[config.mk]
export PLATFORM = sky130hd
export DESIGN_NAME = spi_shift
export DESIGN_NICKNAME = d
export VERILOG_FILES = /design/src/rtl/spi_shift_pkg.sv /design/src/rtl/spi_shift.sv
export SDC_FILE = /design/constraint.sdc
export NUM_CORES = 1
export LEC_CHECK = 0
export ABC_AREA = 1
export CORE_AREA = 8 8 105 155
export DETAILED_ROUTE_END_ITERATION = 6
export DIE_AREA = 0 0 113 163
export PLACE_DENSITY_LB_ADDON = 0.3
export SLEW_MARGIN = 20
export SYNTH_ARGS = -nofsm -noshare
export SYNTH_HDL_FRONTEND = slang
export SYNTH_SLANG_ARGS = --single-unit
[constraint.sdc]
create_clock -name wb_clk -period 3.36 [get_ports wb_clk]
set_clock_uncertainty 0.2 [all_clocks]
set_input_delay 1.008 -clock wb_clk [delete_from_list [all_inputs] [get_ports wb_clk]]
set_output_delay 1.008 -clock wb_clk [all_outputs]
set_load 0.05 [all_outputs]
[src/rtl/spi_shift_pkg.sv]
// Shared constants and helpers for the SPI master serial data engine.
package spi_shift_pkg;

  localparam int MAX_CHAR        = 32;
  localparam int CHAR_LEN_BITS   = 5;
  localparam int SPI_DIVIDER_LEN = 8;
  localparam int CNT_W           = CHAR_LEN_BITS + 1;

  typedef enum logic {IDLE, XFER} state_t;

  // Maps the k-th bit on the wire to its register position. A length of
  // MAX_CHAR wraps to 0 in CHAR_LEN_BITS, so len-1-k still lands correctly.
  function automatic logic [CHAR_LEN_BITS-1:0] bit_pos(
    input logic [CHAR_LEN_BITS-1:0] k,
    input logic [CHAR_LEN_BITS-1:0] len,
    input logic                     lsb_first
  );
    return lsb_first ? k : (len - k - CHAR_LEN_BITS'(1));
  endfunction

endpackage

[src/rtl/spi_shift.sv]
// SPI master shift engine: drives mosi, samples miso and tracks sclk edges
// from the clock generator's strobes.
module spi_shift
  import spi_shift_pkg::*;
(
  input  logic                     wb_clk,
  input  logic                     wb_reset,
  input  logic                     go,
  input  logic [CHAR_LEN_BITS-1:0] char_len,
  input  logic                     lsb,
  input  logic                     tx_neg,
  input  logic                     rx_neg,
  input  logic                     cpol_0,
  input  logic                     cpol_1,
  input  logic                     wr_en,
  input  logic [MAX_CHAR-1:0]      wr_data,
  input  logic                     miso,
  output logic                     tip,
  output logic                     lstclk,
  output logic                     mosi,
  output logic [MAX_CHAR-1:0]      rx_data,
  output logic                     done
);

  state_t              state;
  logic [CNT_W-1:0]    pcnt;
  logic [CNT_W-1:0]    tcnt;
  logic [CNT_W-1:0]    rcnt;
  logic [CNT_W-1:0]    len_q;
  logic [CNT_W-1:0]    len_new;
  logic [MAX_CHAR-1:0] tx_reg;
  logic [MAX_CHAR-1:0] tx_next;
  logic                tx_strobe;
  logic                rx_strobe;

  // tx_next lets a same-cycle write feed the preloaded first bit.
  always_comb begin
    len_new   = (char_len == '0) ? CNT_W'(MAX_CHAR) : {1'b0, char_len};
    tx_next   = wr_en ? wr_data : tx_reg;
    tx_strobe = tx_neg ? cpol_1 : cpol_0;
    rx_strobe = rx_neg ? cpol_1 : cpol_0;
  end

  assign lstclk = tip && (pcnt == len_q);

  always_ff @(posedge wb_clk) begin
    if (wb_reset) begin
      state   <= IDLE;
      tip     <= 1'b0;
      mosi    <= 1'b0;
      done    <= 1'b0;
      rx_data <= '0;
      tx_reg  <= '0;
      pcnt    <= '0;
      tcnt    <= '0;
      rcnt    <= '0;
      len_q   <= '0;
    end else begin
      done <= 1'b0;
      case (state)
        IDLE: begin
          if (wr_en) begin
            tx_reg <= wr_data;
          end
          if (go) begin
            state   <= XFER;
            tip     <= 1'b1;
            pcnt    <= '0;
            rcnt    <= '0;
            rx_data <= '0;
            len_q   <= len_new;
            if (tx_neg) begin
              mosi <= tx_next[bit_pos('0, len_new[CHAR_LEN_BITS-1:0], lsb)];
              tcnt <= CNT_W'(1);
            end else begin
              tcnt <= '0;
            end
          end
        end
        XFER: begin
          if (cpol_0 && (pcnt < len_q)) begin
            pcnt <= pcnt + CNT_W'(1);
          end
          if (tx_strobe && (tcnt < len_q)) begin
            mosi <= tx_reg[bit_pos(tcnt[CHAR_LEN_BITS-1:0], len_q[CHAR_LEN_BITS-1:0], lsb)];
            tcnt <= tcnt + CNT_W'(1);
          end
          if (rx_strobe && (rcnt < len_q)) begin
            rx_data[bit_pos(rcnt[CHAR_LEN_BITS-1:0], len_q[CHAR_LEN_BITS-1:0], lsb)] <= miso;
            rcnt <= rcnt + CNT_W'(1);
          end
          // Final falling edge: a sample due on this strobe was taken above.
          if (cpol_1 && (pcnt == len_q)) begin
            tip   <= 1'b0;
            done  <= 1'b1;
            state <= IDLE;
          end
        end
      endcase
    end
  end

endmodule
Word-level counts from Yosys, hierarchy flattened
Cells that the tools add are included.
{"block": "word_totals", "register_bits": 92, "output_inout_bits": 36, "in_bits": 47}
{"block": "op_classes", "add_sub_neg": 8, "magnitude_cmp": 7, "mux": 37, "bitwise_logic": 1, "eq_ne": 7, "n_reduce_logical": 14}
{"cell": "$mux W32", "n": 3}
{"cell": "$pmux W32 S2", "n": 1}
{"cell": "$mux W6", "n": 6}
{"cell": "$pmux W6 S2", "n": 3}
{"cell": "$bwmux W32", "n": 1}
{"cell": "$add A6 B1 Y6 const B", "n": 3}
{"cell": "$lt A5 B6 Y1 const B", "n": 3}
{"cell": "$lt A6 B6 Y1", "n": 3}
{"cell": "$mux W5", "n": 3}
{"cell": "$sub A5 B1 Y5 const B", "n": 3}
{"cell": "$mux W1", "n": 14}
{"cell": "$bmux W1 S5", "n": 2}
{"cell": "$reduce_and A2 Y1", "n": 5}
{"cell": "$sub A5 B5 Y5", "n": 2}
{"cell": "$ne A2 B1 Y1 const B", "n": 4}
{"cell": "$eq A6 B6 Y1", "n": 1}
{"cell": "$logic_and A1 B1 Y1", "n": 6}
{"cell": "$pmux W1 S2", "n": 3}
{"cell": "$demux W1 S5", "n": 1}
{"cell": "$ge A5 B1 Y1 const B", "n": 1}
{"cell": "$logic_not A5 Y1", "n": 1}
{"cell": "$ne A2 B2 Y1 const B", "n": 2}
{"cell": "$reduce_and A3 Y1", "n": 1}
{"cell": "$reduce_or A2 Y1", "n": 1}
{"cell": "$not A1 Y1", "n": 1}

Depth between registers and ports, before layout
Gate-level depths: netlist (run 1).
{"block": "logic_depth", "ltp_word": 10, "depth_mapped": 17, "mapped_depth_nobuf": 17}

Least setup slack after synthesis (run 1)
OpenSTA, ideal clock, no wires.
{"block": "synth_path", "path_type": "flip-flop to output port", "from": "register len_q[3]", "to": "output port lstclk", "n_path_buf": 0, "slack_ps": 597, "arrival_time_ps": 1555, "stages_incl_launch_ff": 7, "cell_sequence": "dfxtp_1 > inv_1 > ha_1 > nand2_1 > nor2_1 > nand3_1 > nor2_1"}
{"block": "synth_between", "elab_chain_cells": 2}
{"element": "start, declared", "line": "spi_shift.sv:29", "source": "logic [CNT_W-1:0] len_q;"}
{"element": "start signal, assigned", "line": "spi_shift.sv:71", "source": "len_q <= len_new;"}
{"element": "$eq A6 B6 Y1", "line": "spi_shift.sv:44", "source": "assign lstclk = tip && (pcnt == len_q);"}
{"element": "$logic_and A1 B1 Y1", "line": "spi_shift.sv:44"}
{"element": "end, declared", "line": "spi_shift.sv:19", "source": "output logic lstclk,"}
No other way between the ends.

Worst setup path after layout (run 1)
{"block": "layout_path", "from": "register len_q[1]", "to": "output port lstclk"}
Same word-level chain as after synthesis.

==> results.sh, run 1 <==
export IMPL_hold_viol=0
export IMPL_wire_per_inst_microns=14.44
export IMPL_setup_viol=0
export IMPL_fmax_mhz=340.6
export IMPL_synth_distinct_cells=44
export IMPL_tightest_slew_ns=0.6685
export IMPL_vias=6114
export IMPL_die_w_microns=113
export IMPL_setup_slack_ns=0.4242
export IMPL_arrival_ns=1.73
export IMPL_first_iter_violations=286
export IMPL_grt_max_degree=74
export IMPL_grt_total_usage_pct=18.37
export IMPL_path_max_fanout=5
export IMPL_clock_latency_ns=0.35
export IMPL_finalNonFillerCells=1165
export IMPL_grt_pass1_vias=5849
export IMPL_start_util_pct=43.44
export IMPL_critPathSlowestCell="dfxtp_1"
export IMPL_die_h_microns=163
export IMPL_io_pins=83
export IMPL_drv_slew=0
export IMPL_drive_above_1_share_pct=7.100
export IMPL_fin_crit_ns=2.936
export IMPL_num_nets_final=1074
export IMPL_synth_edff_count=0
export IMPL_ys_async_sr_fraction_pct=0
export IMPL_n_fill_cell=1415
export IMPL_cellInternalPower_uw=1954
export IMPL_drtPass1Iterations=5
export IMPL_clkTransAtPathRegs_ns=0.08
export IMPL_syn_num_nets=1005
export IMPL_syn_area_per_cell_sq_um=6.533
export IMPL_netlist_instances=926
export IMPL_ant_nets=0
export IMPL_max_cap_violations=0
export IMPL_post_route_period_util_pct=87.37
export IMPL_overflow=0
export IMPL_leakagePower_uw=0.003391
export IMPL_synth_seq_cells=92
export IMPL_start_kind="register"
export IMPL_grt_pass1_wl_microns=27680
export IMPL_area_growth_syn_to_layout_pct=20.74
export IMPL_power_density_mw_per_mm2=409.3
export IMPL_drc=0
export IMPL_antenna_cells=0
export IMPL_relSlewSlack_pct=55.43
export IMPL_cts_resized=0
export IMPL_worst_setup_path_end_kind="output port"
export IMPL_cts_sinks=92
export IMPL_crit_type="reg -> out"
export IMPL_hold_depth=2
export IMPL_comb_power_share_pct=25.5
export IMPL_dieArea_sq_mm=0.01842
export IMPL_dp_cells=1149
export IMPL_synth_ff_type="dfxtp_1"
export IMPL_ir_drop_mv=0.2807
export IMPL_hp_class="reg -> reg"
export IMPL_viasPerCell=5.248
export IMPL_cts_root_buf="clkbuf_16"
export IMPL_path_cells="inv_1, ha_1, nand3_1, nor2_1, buf_4"
export IMPL_rsz0062_at_grt="false"
export IMPL_port_buffers=82
export IMPL_ctsHoldBuffers=0
export IMPL_coreArea_sq_mm=0.01393
export IMPL_switching_share_pct=34.64
export IMPL_seqPwrFrac_pct=40.0
export IMPL_power_switching_uw=1036
export IMPL_slowest_delay_ns=0.41
export IMPL_status="finished clean"
export IMPL_ys_seq_area_share_pct=30.44
export IMPL_cp_data_required_time_ns=2.15
export IMPL_setup_tns_ns=0
export IMPL_reg2reg_depth=12
export IMPL_cts_buffers=9
export IMPL_yosys_warnings=0
export IMPL_dpl_hpwl_microns=12750
export IMPL_wl_microns=16820
export IMPL_place_congestion=0.8799
export IMPL_postCtsSetupRepairBufs=0
export IMPL_antenna_found_initial=0
export IMPL_syn_cell_area_sq_mm=0.006050
export IMPL_rows=53
export IMPL_h_tree_depth=3
export IMPL_p_clk_share_pct=34.6
export IMPL_post_place_ws_ns=0.1139
export IMPL_tritoncts="built"
export IMPL_clk_path_buf_depth=2
[kinds of logic (layout without fill, tap and decap cells)]
group                      Yosys count  in the layout  synth area share (%)
AOI/OAI and AO/OA                  125            125                 12.70
xor gates and xnor gates             7              7                 1.013
adders and majority gates           32             32                 6.867
buffers and inverters              161            235                 11.19
DFF                                 92             92                 30.44
and+or+nand+nor                    509            509                 37.79
[metrics by stage]
| step | power, uW | utilization [%] | hold WS [ns] | cell area [sq um] |
|---|---|---|---|---|
| CTS | 3010 | 52.45 | 0.2777 | 7305 |
| global placement | 1974 | 50.36 | 0.2537 | 7013 |
| global route | 3146 | 52.45 | 0.3023 | 7305 |
| finish | 2990 | 52.45 | 0.2730 | 7305 |
| detailed placement | 1980 | 50.36 | 0.2664 | 7013 |
| floorplan | 1760 | - | 0.2544 | 6050 |
[cell type report]
class / count / area, sq um / share of cell area (%)
multi-input cells: 673 / 3531 / 48.34
flip-flops and latches: 92 / 1842 / 25.21
repair buffers: 97 / 968.4 / 13.26
inverters: 122 / 465.4 / 6.372
clock buffers: 9 / 225.2 / 3.083
well taps: 165 / 206.4 / 2.826
clock inverters: 7 / 66.31 / 0.9078
[layout by cell type (no fill, tap or decap), types with 5 or more instances in the layout]
cell type,synthesis,layout
nand2_1,223,223
a21oi_1,63,63
inv_1,110,110
o211ai_1,32,32
nand3b_1,7,7
nor2_1,87,87
xor2_1,5,5
nand4_1,6,6
nand3_1,161,161
inv_2,10,10
dfxtp_1,92,92
clkdlybuf4s50_1,0,81
ha_1,30,30
nand2_2,5,5
o21ai_0,15,15
buf_4,3,13
clkbuf_16,0,9
[final timing paths]
kind	from	endpoint	slack (ns)
worst min-delay path	tip	tip	0.27
worst min register to register	tip	tip	0.27
worst max-delay path	len_q[1]	lstclk	0.42
worst max register to register	rcnt[2]	rx_data[2]	0.81
[power groups by stage]
stage               Combinational (uW)  Clock, uW  Sequential [uW]
finish                             762       1030             1190
global route                       855       1090             1200
CTS                                765       1050             1190
detailed placement                 761          0             1220
global placement                   755          0             1220
floorplan                          524          0             1240
[synth_stat cells, types with 2 or more instances]
cell      count  area, sq um
nand2_1     223        837.1
nand3_1     161        805.8
inv_1       110        412.9
dfxtp_1      92         1842
nor2_1       87        326.6
a21oi_1      63        315.3
o211ai_1     32        240.2
ha_1         30        375.4
o21ai_0      15        75.07
clkbuf_1     14        52.55
buf_2        10        50.05
inv_2        10        37.54
buf_1         7        26.28
nand3b_1      7        52.55
nand4_1       6        37.54
nand2_2       5        31.28
xor2_1        5        43.79
buf_6         4        45.04
nand3_2       4        40.04
o21ai_2       4        35.03
a211oi_1      3        22.52
buf_4         3        22.52
nand2_4       3        33.78
nor2_2        3        18.77
fa_1          2        40.04
nor3_1        2        10.01
o21ai_1       2        10.01
or2_2         2        12.51
xnor2_1       2        17.52
[critical path: cells and delay by family (launching register included)]
family | cells | cell delay (ns)
adders and majority gates | 1 | 0.35
buffers and inverters | 2 | 0.42
DFF | 1 | 0.41
and+or+nand+nor | 2 | 0.20
[per-layer routing]
metal  up-vias  share of wire, %  GRT usage [%]
met5         -                 0              0
met4         0               2.7          8.029
met3        32               3.7          2.635
met2       128                52          33.81
met1      2785                42          20.40
li1       3169                 -              -
Power figures use the tool's default switching activity.
==> run 2: changes to the inputs <==
Settings changed: CORE_AREA 8 8 105 155 to 8 8 97 142, DIE_AREA 0 0 113 163 to 0 0 105 150.
==> results.sh, run 2 (synthesis results as in run 1) <==
export IMPL_cp_data_required_time_ns=2.15
export IMPL_grt_pass1_vias=6072
export IMPL_overflow=0
export IMPL_leakagePower_uw=0.003392
export IMPL_status="finished clean"
export IMPL_drt_met1_wl_microns=6631
export IMPL_io_pins=83
export IMPL_tightest_slew_ns=0.6514
export IMPL_rsz0062_at_grt="false"
export IMPL_fmax_mhz=341.7
export IMPL_cts_root_buf="clkbuf_16"
export IMPL_rows=49
export IMPL_clkTransAtPathRegs_ns=0.07
export IMPL_cts_resized=0
export IMPL_area_growth_syn_to_layout_pct=20.60
export IMPL_drtPass1Iterations=7
export IMPL_crit_type="reg -> out"
export IMPL_cts_sinks=92
export IMPL_wl_microns=16520
export IMPL_met2_length_microns=8322
export IMPL_grt_total_usage_pct=21.50
export IMPL_max_cap_violations=0
export IMPL_met3_length_microns=885
export IMPL_post_route_period_util_pct=87.09
export IMPL_port_buffers=82
export IMPL_ant_nets=0
export IMPL_h_tree_depth=3
export IMPL_wire_per_inst_microns=14.35
export IMPL_antenna_cells=0
export IMPL_grt_pass1_wl_microns=27980
export IMPL_ctsHoldBuffers=0
export IMPL_drc=0
export IMPL_final_cell_mix="223 x nand2_1, 161 x nand3_1, 110 x inv_1, 92 x dfxtp_1, 87 x nor2_1"
export IMPL_antenna_found_initial=0
export IMPL_tritoncts="built"
export IMPL_clock_latency_ns=0.35
export IMPL_routed_top_layer="met4"
export IMPL_start_kind="register"
export IMPL_grt_max_degree=74
export IMPL_clk_path_buf_depth=2
export IMPL_dieArea_sq_mm=0.01575
export IMPL_whs_ns=0.2646
export IMPL_setup_tns_ns=0
export IMPL_power_density_mw_per_mm2=422.1
export IMPL_num_nets_final=1072
export IMPL_first_iter_violations=294
export IMPL_dpl_hpwl_microns=12320
export IMPL_hp_class="reg -> reg"
export IMPL_arrival_ns=1.72
export IMPL_place_congestion=0.9558
export IMPL_vias=6238
export IMPL_coreArea_sq_mm=0.01177
export IMPL_viasPerCell=5.420
export IMPL_drive_above_1_share_pct=6.814
export IMPL_ir_drop_mv=0.2495
export IMPL_cts_buffers=9
export IMPL_setup_viol=0
export IMPL_postCtsSetupRepairBufs=0
export IMPL_start_util_pct=51.39
export IMPL_drv_slew=0
export IMPL_die_h_microns=150
export IMPL_path_max_fanout=4
export IMPL_worst_setup_path_end_kind="output port"
export IMPL_fin_crit_ns=2.926
export IMPL_hold_viol=0
export IMPL_die_w_microns=105
export IMPL_final_common_cell="nand2_1"
export IMPL_relSlewSlack_pct=56.57
[run 2: area by class of cell]
type / instances / area, sq um
clock inverter: 6 / 96.34
fill: 1169 / 4476
sequential: 92 / 1842
timing repair buffer: 95 / 940.9
inverter: 122 / 465.4
multi-input combinational: 673 / 3531
clock buffer: 10 / 229.0
tap: 153 / 191.4
[run 2: stage by stage]
stage               instances  setup slack [ns]  total power, uW  utilization, %  area [sq um]
finish                   1151            0.4338             3079           61.98          7296
global route             1151            0.2642             3237           61.98          7296
CTS                      1151            0.3794             3092           61.98          7296
detailed placement       1135            0.1365             1974           59.22          6970
global placement         1135            0.1165             1964           59.22          6970
floorplan                 926            0.5969             1760               -          6050
[run 2: worst max-delay path: stages (launching register included)]
cell and delay [ns]:
dfxtp_1 0.40, inv_1 0.11, ha_1 0.30, nand2_1 0.07, nor2_1 0.09, nand3_1 0.10, nor2_1 0.10, buf_4 0.20
[run 2: metal layers]
layer	up-vias	GRT usage [%]
met2	195	37.76
met5	-	0
met1	2825	23.43
li1	3159	-
met3	59	4.353
met4	0	12.76
[run 2: final timing paths]
check                 from     end  slack [ns]  depth (start not counted)
setup / recovery  len_q[3]  lstclk        0.43                          7
hold / removal         tip     tip        0.26                          2
setup reg to reg   tcnt[0]    mosi        0.59                         15
hold reg to reg        tip     tip        0.26                          2
[run 2: where the power goes]
group	total [uW]	switching, uW	internal (uW)
Sequential	1200	54.0	1150
Clock	1120	460	662
Combinational	757	476	282
Total	3080	990	2090
==> run 3: changes to the inputs <==
Settings changed: HOLD_SLACK_MARGIN set to 0.08.
==> results of run 3 <==
Same layout as run 2: the final DEF is identical, and so are final timing and power.
==> variant: new RTL, config.mk and constraints of run 2 <==
The package constant `CHAR_LEN_BITS` goes from 5 to 10.
--- a/src/rtl/spi_shift_pkg.sv
+++ b/src/rtl/spi_shift_pkg.sv
@@ -4,3 +4,3 @@
   localparam int MAX_CHAR        = 32;
-  localparam int CHAR_LEN_BITS   = 5;
+  localparam int CHAR_LEN_BITS   = 10;
   localparam int SPI_DIVIDER_LEN = 8;
Interface: changed (resized char_len); port bits go from 83 to 88. The function was not compared with the original's and may differ.
==> variant against run 2 <==
Worst setup slack lost 0.42 ns; highest routed layer unchanged; total power grew 11%; register-to-register slack lost 0.18 ns; largest cell class unchanged; critical path type unchanged; synthesized area grew 24%; design area grew 23%; routed wire length grew 34%; sequential cell count grew 19.
==> variant: results (changes against run 2) <==
[place]
hpwl_um=16440  ; +33%

[status]
status=complete, no violations

[synth]
syn_nets=1241  ; +23%
synth_compound_area_share_pct=13.44  ; +0.74 points
synth_xor_area_share_pct=1.867  ; +0.85 points
synth_seq_area_share_pct=29.61  ; -0.83 points
synthTopCellsByCount=nand2_1, nor2_1, inv_1

[worst_setup_path]
path_max_fanout=3  ; -1
worstRegToRegCells=17  ; +2
crit_arrival_ns=2.14  ; +0.42 ns
r2r_slack_ns=0.41  ; -0.18 ns

[route]
avgViaCountPerCell=5.746  ; +6.0%
avgRoutedWirePerCell_um=16.07  ; +12%

[clock_network]
ctsResizeCount=2  ; +2

[global_route]
grt_pass1_wl_um=35760  ; +28%
track_usage_pct=27.73  ; +6.2 points
grt_max_degree=36  ; -51%
grt_pass1_vias=7647  ; +26%

[layout]
clkCellAreaFrac_pct=3.413  ; -1.0 points
nMultiInputCombCells=854  ; +27%
final_nets=1321  ; +23%
signal_buffers=116  ; +22%
buffer_area_share_pct=13.20  ; +0.31 points
final_layout_size_suffix_gt1_share_pct=8.564  ; +1.8 points

[power_and_ir_drop]
vdd_drop_max_v=0.0002967  ; +19%
p_int_mw=2.288  ; +9.5%

[min_path]
worstHoldStart=pcnt[10]$_SDFFE_PP0P_

-- variant: cell types whose count changed after synthesis, sizes merged, moves of 16 or more --
| cell | delta |
|---|---|
| nor2 | +70 |
| nand2 | +71 |
| o21ai | +20 |
| ha | +16 |
| mux2i | +21 |
| dfxtp | +19 |
| nand3 | -64 |
-- variant: power groups by stage --
stage / Sequential [mW] / Clock [mW] / Combinational (mW)
6_report: 1.43 / 1.14 / 0.846
4_1_cts: 1.43 / 1.15 / 0.831
5_1_grt: 1.43 / 1.19 / 0.927
3_3_place_gp: 1.46 / 0 / 0.806
3_5_place_dp: 1.46 / 0 / 0.819
2_1_floorplan: 1.45 / 0 / 0.543
-- variant: routing by layer --
metal | part of all wire (%) | global-route usage, % | up-vias
met5 | 0 | 0 | -
met3 | 6.1 | 6.336 | 114
li1 | - | - | 3869
met2 | 52 | 50.86 | 330
met4 | 6.0 | 19.86 | 0
met1 | 36 | 26.81 | 3611
-- variant: critical path, cell delays in order (launching register included) --
cell and delay, ns:
dfxtp_2 0.37, inv_1 0.09, ha_1 0.30, nand2_1 0.08, nor4_2 0.33, nand4_1 0.23
nor2_2 0.22, buf_12 0.16
-- variant: per-stage QoR --
step / std cells / hold slack (ns) / cell area [µm²] / TNS [ns] / worst slack, ns
3_3_place_gp: 1363 / 0.2564 / 8602 / 0 / 0.07712
3_5_place_dp: 1363 / 0.2606 / 8602 / 0 / 0.05188
4_1_cts: 1379 / 0.2735 / 8910 / 0 / 0.02699
2_1_floorplan: 1141 / 0.2492 / 7505 / 0 / 0.3481
5_1_grt: 1379 / 0.3069 / 8946 / -0.08862 / -0.08862
6_report: 1379 / 0.2739 / 8946 / 0 / 0.01146
